File: src/rtl/note_recorder.sv
// Beat-synchronous note recorder: captures notes_in into a 64-entry memory and plays it back.
// Define NOTE_RECORDER_LOOP_EN to make playback wrap to the start instead of ending.
module note_recorder #(
    parameter int unsigned ADDR_W = 6,
    parameter int unsigned NOTE_W = 10
) (
    input  logic              clk,
    input  logic              resetn,
    input  logic              beat,
    input  logic              rec_start,
    input  logic              play_start,
    input  logic              stop,
    input  logic [NOTE_W-1:0] notes_in,
    output logic [NOTE_W-1:0] notes_out,
    output logic [ADDR_W-1:0] address,
    output logic [ADDR_W:0]   length,
    output logic              recording,
    output logic              playing,
    output logic              full,
    output logic              done
);

    localparam int unsigned PtrW = ADDR_W + 1;
    localparam int unsigned Depth = 1 << ADDR_W;
    localparam logic [PtrW-1:0] DepthP = PtrW'(Depth);

    typedef enum logic [1:0] {StIdle, StRec, StPlay} state_e;

    state_e              state_q, state_d;
    // One extra pointer bit so a full 64-note take still reaches ptr == length at its end.
    logic [PtrW-1:0]     ptr_q, ptr_d;
    logic [PtrW-1:0]     len_q, len_d;
    logic [NOTE_W-1:0]   notes_q, notes_d;
    logic                done_q, done_d;
    logic                mem_we;
    logic [NOTE_W-1:0]   mem_q [Depth];

    always_comb begin
        state_d = state_q;
        ptr_d   = ptr_q;
        len_d   = len_q;
        notes_d = notes_q;
        done_d  = 1'b0;
        mem_we  = 1'b0;
        unique case (state_q)
            StIdle: begin
                if (rec_start) begin
                    state_d = StRec;
                    ptr_d   = '0;
                    len_d   = '0;
                end else if (play_start && (len_q != '0)) begin
                    state_d = StPlay;
                    ptr_d   = '0;
                end
            end
            StRec: begin
                if (stop) begin
                    state_d = StIdle;
                    notes_d = '0;
                    done_d  = 1'b1;
                end else if (beat) begin
                    mem_we = 1'b1;
                    ptr_d  = ptr_q + PtrW'(1);
                    len_d  = len_q + PtrW'(1);
                    if (len_q == DepthP - PtrW'(1)) begin
                        state_d = StIdle;
                        done_d  = 1'b1;
                    end
                end
            end
            StPlay: begin
                if (stop) begin
                    state_d = StIdle;
                    notes_d = '0;
                    done_d  = 1'b1;
                end else if (beat) begin
                    if (ptr_q < len_q) begin
                        notes_d = mem_q[ptr_q[ADDR_W-1:0]];
                        ptr_d   = ptr_q + PtrW'(1);
                    end else begin
`ifdef NOTE_RECORDER_LOOP_EN
                        notes_d = mem_q[0];
                        ptr_d   = PtrW'(1);
`else
                        notes_d = '0;
                        state_d = StIdle;
                        done_d  = 1'b1;
`endif
                    end
                end
            end
            default: state_d = StIdle;
        endcase
    end

    always_ff @(posedge clk or negedge resetn) begin
        if (!resetn) begin
            state_q <= StIdle;
            ptr_q   <= '0;
            len_q   <= '0;
            notes_q <= '0;
            done_q  <= 1'b0;
        end else begin
            state_q <= state_d;
            ptr_q   <= ptr_d;
            len_q   <= len_d;
            notes_q <= notes_d;
            done_q  <= done_d;
        end
    end

    // No reset on the array: contents deliberately survive resetn.
    always_ff @(posedge clk) begin
        if (mem_we) begin
            mem_q[ptr_q[ADDR_W-1:0]] <= notes_in;
        end
    end

    assign notes_out = notes_q;
    assign address   = ptr_q[ADDR_W-1:0];
    assign length    = len_q;
    assign recording = (state_q == StRec);
    assign playing   = (state_q == StPlay);
    assign full      = (len_q == DepthP);
    assign done      = done_q;

endmodule

File: config.mk
export PLATFORM = sky130hd
export DESIGN_NAME = note_recorder
export DESIGN_NICKNAME = d
export VERILOG_FILES = /design/src/rtl/note_recorder.sv
export SDC_FILE = /design/constraint.sdc
export NUM_CORES = 1
export LEC_CHECK = 0
export BUFFER_PORTS_ARGS = -buffer_cell sky130_fd_sc_hd__buf_2
export CAP_MARGIN = 20
export CELL_PAD_IN_SITES_DETAIL_PLACEMENT = 1
export CELL_PAD_IN_SITES_GLOBAL_PLACEMENT = 2
export CORE_ASPECT_RATIO = 1.75
export CORE_MARGIN = 2
export CORE_UTILIZATION = 35
export CTS_CLUSTER_DIAMETER = 50
export DETAILED_ROUTE_END_ITERATION = 8
export PLACE_DENSITY = 0.63
export SETUP_SLACK_MARGIN = 0.4
export SYNTH_ARGS = -nofsm -noshare
export SYNTH_HDL_FRONTEND = slang
export SYNTH_SLANG_ARGS = --single-unit
File: constraint.sdc
create_clock -name clk -period 5.05 [get_ports clk]
set_input_delay 0.505 -clock clk [delete_from_list [all_inputs] [get_ports clk]]
set_output_delay 0.505 -clock clk [all_outputs]
set_load 0.05 [all_outputs]
* Word level (Yosys, flattened, before mapping) *
Memory sizes are Yosys's and may differ from the RTL's.
Index checks and enable logic that the tools add are counted.

storage, ports and cells
  memory bits (writable) = 640
  output and inout bits = 27
  memories = 1
  logic and storage cells = 73
  register bits = 27

operators by class
  order comparisons = 1
  mux-type cells = 38
  eq/ne operators = 16
  add/subtract/negate cells = 2
  reductions and logical operators = 10

memories
  memory  depth  bits a word  rd ports  clocked after memory_dff  write ports  line  source
  mem_q   64     10           1         0                         1            36    logic [NOTE_W-1:0] mem_q [Depth];

operators by type and width
  cell                   number
  $mux W7                10
  $mux W10               4
  $pmux W7 S3            1
  $pmux W10 S2           1
  $mux W2                8
  $add A7 B1 Y7 const B  2
  $pmux W7 S2            1
  $ne A2 B2 Y1 const B   6
  $ne A3 B3 Y1 const B   4
  $mux W1                11
  $eq A7 B6 Y1 const B   1
  $eq A7 B7 Y1 const B   1
  $lt A7 B7 Y1           1
  $reduce_and A7 Y1      1
  $reduce_bool A7 Y1     1
  $pmux W2 S3            1
  $reduce_and A5 Y1      1
  $reduce_and A4 Y1      1
  $reduce_bool A2 Y1     2
  $ne A3 B2 Y1 const B   1
  $reduce_and A3 Y1      1
  $reduce_bool A3 Y1     1
  $eq A2 B1 Y1 const B   1
  $eq A2 B2 Y1 const B   1
  4 further kinds        4

* Logic depth before layout (Yosys ltp) *
  word-level depth = 5
  mapped depth = 10
  mapped depth without buffers = 8

* Least setup slack after synthesis *
Ideal clock, no wire load.

  kind = register to register
  start point = register len_q[6] (netlist: length[6])
  end point = register notes_q[3] (netlist: notes_out[3])
  period minus slack after synthesis = 2.547 ns
  path buffers = 1
  cell stages (with the launch flop) = 10
  arrival time = 2.459 ns
  library setup time = 0.088 ns
  path slack = 2.503 ns
  data required time = 4.962 ns
  path through = dfrtp_1 -> inv_1 -> ha_1 -> or2_2 -> a31oi_1 -> o311ai_1 -> nor3_1 -> clkbuf_1 -> a21oi_1 -> a41oi_1

between the ends
  longest elaborated chain between the ends = 5

RTL lines
  what                    line  source
  from (decl)             32    logic [PtrW-1:0] len_q, len_d;
  from (signal assigned)  106   len_q <= len_d;
  $lt A7 B7 Y1            77    if (ptr_q < len_q) begin
  $mux W10                77
  $mux W10                76    end else if (beat) begin
  $mux W10                72    if (stop) begin
  $pmux W10 S2            45    unique case (state_q)
  to (signal assigned)    107   notes_q <= notes_d;
  to (decl)               33    logic [NOTE_W-1:0] notes_q, notes_d;

Every way passes these cells. The select of a mux whose other input is x is not followed.
A chain may end at the register's enable or synchronous reset.

* Worst setup path in the final report *
  start point = register ptr_q[1]
  end point = memory mem_q[63][3] (enable)

RTL lines
  what                    line  source
  from (decl)             31    logic [PtrW-1:0] ptr_q, ptr_d;
  from (signal assigned)  105   ptr_q <= ptr_d;
  to (decl)               36

Straight into the memory's write port.

==> impl_summary.md <==
Synthesis
The fraction of the yosys area taken by sequential cells is 0.7458. The async set-reset flop share out of synthesis is 0.04048. The total nets after synthesis is about 1500.

Synthesis inferred 667 register bits. Counting flops with a built-in enable in the synthesized netlist gives 640. Yosys printed 0 warnings.

The netlist area before placement is ~27000 um^2. Each instance of the synthesized netlist takes up on average 17.69 um^2. The count of unique library cells instantiated by Yosys is 71. For this run, the leading register cell type out of synthesis is sky130_fd_sc_hd__edfxtp_1. The synthesized instance count is approximately 1500.

Power
The post-layout total power is 14.45 mW. For this design the ratio of total power to cell area is roughly 480 nW/um^2. The leakage dissipation is 9.587 nW. The worst-case IR drop observed on VDD is about 0.28 mV.

Min path
The worst-case hold path end point is state_q[0]. The startpoint of the most critical hold path is rec_start. The worst hold path depth is 3.

The class of the worst hold path is input pin to register.

Global route
The number of antenna violations at the first check in global routing is 0. The first global-routing pass estimated ~110000 um of wire. The total global routing track utilization is 0.1941. The via count of the first global-routing pass is roughly 15000.

Summed over all layers, the global routing overflow is 0. Entering global routing, the biggest net connects 65 pins.

Worst setup path
Data on the critical path is required at its endpoint by between 5 and 6 ns. Measured in cells, the most critical reg-to-reg path has a length of 4. Setup slack on the worst reg-to-reg path comes out at 1.58 ns.

The beginning of the worst register-to-register path is ptr_q[1]. The critical path endpoint category is a register. Data on the critical path arrives at its endpoint at between 3 and 4 ns. The type of the worst setup path is register to register. The origin of the worst setup path is ptr_q[1]. In this run the critical register-to-register path is captured at mem_q[63][3].

The worst setup path is launched from a register. Along the worst path, the maximum fanout reaches 48.

Final layout
The final-stage net count is 1638. The area growth from synthesis to layout is 13.28%. The number of antenna diodes in the final layout is 0. The footprint of the multi-input gates is between 6000 and 7000 um^2.

The count of cells in the finished layout, fillers not included, comes to between 2000 and 3000. In the final layout, the share of cells above drive strength 1 is 0.1927. The post-layout utilization of the core is 0.4008.

With fillers left out, the area of the finished cells amounts to 30220 um^2. In the layout the commonest cells are sky130_fd_sc_hd__edfxtp_1, sky130_fd_sc_hd__nor2_1, sky130_fd_sc_hd__buf_4. The number of fill cells in the layout is 7363.

Across the whole layout, storage elements account for 19910 um^2. The library cell used most frequently in the layout, excluding fill and tap cells, is sky130_fd_sc_hd__edfxtp_1.

Timing
The final number of max-transition violations is 0. Setup repair after global routing left no endpoint under its margin. The final count of negative-setup-slack endpoints is 0. Final hold analysis gives a worst-case slack of about 0.20 ns.

Timing would allow up to between 0.2 and 0.3 GHz. The worst path in the final design needs a cycle of between 3 and 4 ns, including I/O delays and setup. The worst setup slack after layout is about 1.6 ns. The final worst-path cycle share is 0.6869. The final count of hold timing violations is 0. For the pin with the worst max-slew slack, the measured transition is about 1.1 ns. The clock skew is 0.02536 ns.

Headroom to the max-slew limit came out at 0.2809. Setup total negative slack on the finished layout was measured at 0 ns.

Place
The count of buffers added on input and output ports is 42. The final RePlAce weighted congestion is about 0.8. Summing all placed instances gives a cell area of ~28000 um^2.

The cell count after placement is ~2600. The placement-stage worst setup slack is around 1.5 ns. The placed wire-length estimate is 48970 um.

Floorplanning
The core box area is about 75000 um^2. The effective utilization at floorplan is 0.3538. 43 I/O pins were placed. The site row count is approximately 130.

The die extent in x is between 200 and 250 um. The overall die height is roughly 370 um. The floorplan step defined a die boundary enclosing 78520 um^2.

Clock tree
Clock tree synthesis inserted a total of 58 buffers. The TritonCTS clock tree is done. Clock-pin slew was measured on the worst setup and hold paths at roughly 0.070 ns. The tree built by TritonCTS fans out to roughly 670 sinks. The maximum number of buffers from clock root to sink is 3. The insertion delay to the later sink of the worst-skew pair is 0.62 ns. The maximum level of the CTS H-tree is 2. The total of cells resized after clock tree synthesis is 0. CTS placed an instance of sky130_fd_sc_hd__clkbuf_16 at the clock tree root.

Drt
The detail route stage leaves a number of antenna-violating nets equal to 0. The first TritonRoute pass finished after 5 iterations. In the routed design, unresolved DRC markers number 0. The per-cell via count in the routed design is approximately 5.4.

The sum of routed wire length over all layers is 74820 um. The routed wirelength normalized by instance count is about 28 um. The detailed router finished its first iteration with roughly 1100 violations. Across all layers, the routed design uses roughly 14000 vias.

Outcome
The flow ran to the end, and the final reports show no timing, DRC or antenna violations.

Flow run
The tool flagged a number of max-cap violations equal to 0.
## worst max-delay path by stage
stage	endpoint	slack, ns	depth (start not counted)
3_5_place_dp	mem_q[63][9]	1.49	4
6_report	mem_q[63][3]	1.58	4
5_1_grt	mem_q[15][1]	1.31	4
2_1_floorplan	notes_out[3]	2.50	9
4_1_cts	notes_out[0]	1.44	6
3_3_place_gp	notes_out[7]	1.20	6
## timing repair
item / 4_1_cts / 5_1_grt
setup buffers: 0 / 0
endpoints found under the hold margin: 27 / 0
hold buffers: 1 / 0
## power by group
group | internal (mW) | switching, mW | leakage (nW)
combinational | 1.26 | 2.41 | 2.55
clock | 2.48 | 1.97 | 0.923
sequential | 6.13 | 0.194 | 6.12
total | 9.87 | 4.58 | 9.59
## flip-flops by register name, summed over array words and instances, names as in the netlist
register and cells:
done 1, length 7, notes_out 10, mem_q 640, ptr_q 7, state_q 2
## worst max-delay path, stage by stage (launching register included)
cell and delay (ns):
sky130_fd_sc_hd__dfrtp_4 1.01, sky130_fd_sc_hd__clkinv_1 0.21, sky130_fd_sc_hd__nor2_1 0.33, sky130_fd_sc_hd__nand2_1 0.50, sky130_fd_sc_hd__nor2_1 0.98
## cells by family after synthesis
kind of cell | count (synthesis) | synth area share
AOI/OAI and AO/OA | 262 | 0.07210
xor gates and xnor gates | 4 | 0.001313
adders and majority gates | 13 | 0.006098
buffers and inverters | 113 | 0.02378
DFF | 667 | 0.7458
muxes | 177 | 0.1055
and+or+nand+nor | 272 | 0.04541
## synth_stat cells (16+ instances only)
cell type	instances	share of area
sky130_fd_sc_hd__mux2i_1	83	0.031
sky130_fd_sc_hd__o22ai_1	16	0.0038
sky130_fd_sc_hd__dfrtp_1	27	0.025
sky130_fd_sc_hd__buf_2	37	0.0069
sky130_fd_sc_hd__nand2_1	75	0.011
sky130_fd_sc_hd__mux4_2	66	0.056
sky130_fd_sc_hd__nand3_1	29	0.0054
sky130_fd_sc_hd__buf_4	23	0.0065
sky130_fd_sc_hd__o21ai_0	30	0.0056
sky130_fd_sc_hd__a221oi_1	44	0.014
sky130_fd_sc_hd__a21oi_1	41	0.0077
sky130_fd_sc_hd__nor2_1	113	0.016
sky130_fd_sc_hd__a22oi_1	41	0.012
sky130_fd_sc_hd__edfxtp_1	640	0.72
sky130_fd_sc_hd__clkbuf_1	20	0.0028
## routing by layer
metal,vias to the layer above,wire length (um),GRT usage
li1,6277,-,-
met5,-,0,0
met3,120,2158,0.01910
met4,0,2696,0.07154
met1,7672,28020,0.2211
met2,286,41950,0.3702
## area by class of cell
cell class | instances | area share
clock buffers | 74 | 0.05280
clock inverters | 32 | 0.009400
inverters | 17 | 0.002112
multi-input cells | 728 | 0.2034
flip-flops and latches | 667 | 0.6588
well taps | 1012 | 0.04191
repair buffers | 137 | 0.03160
Note: power is estimated with default switching activity, not from simulation.
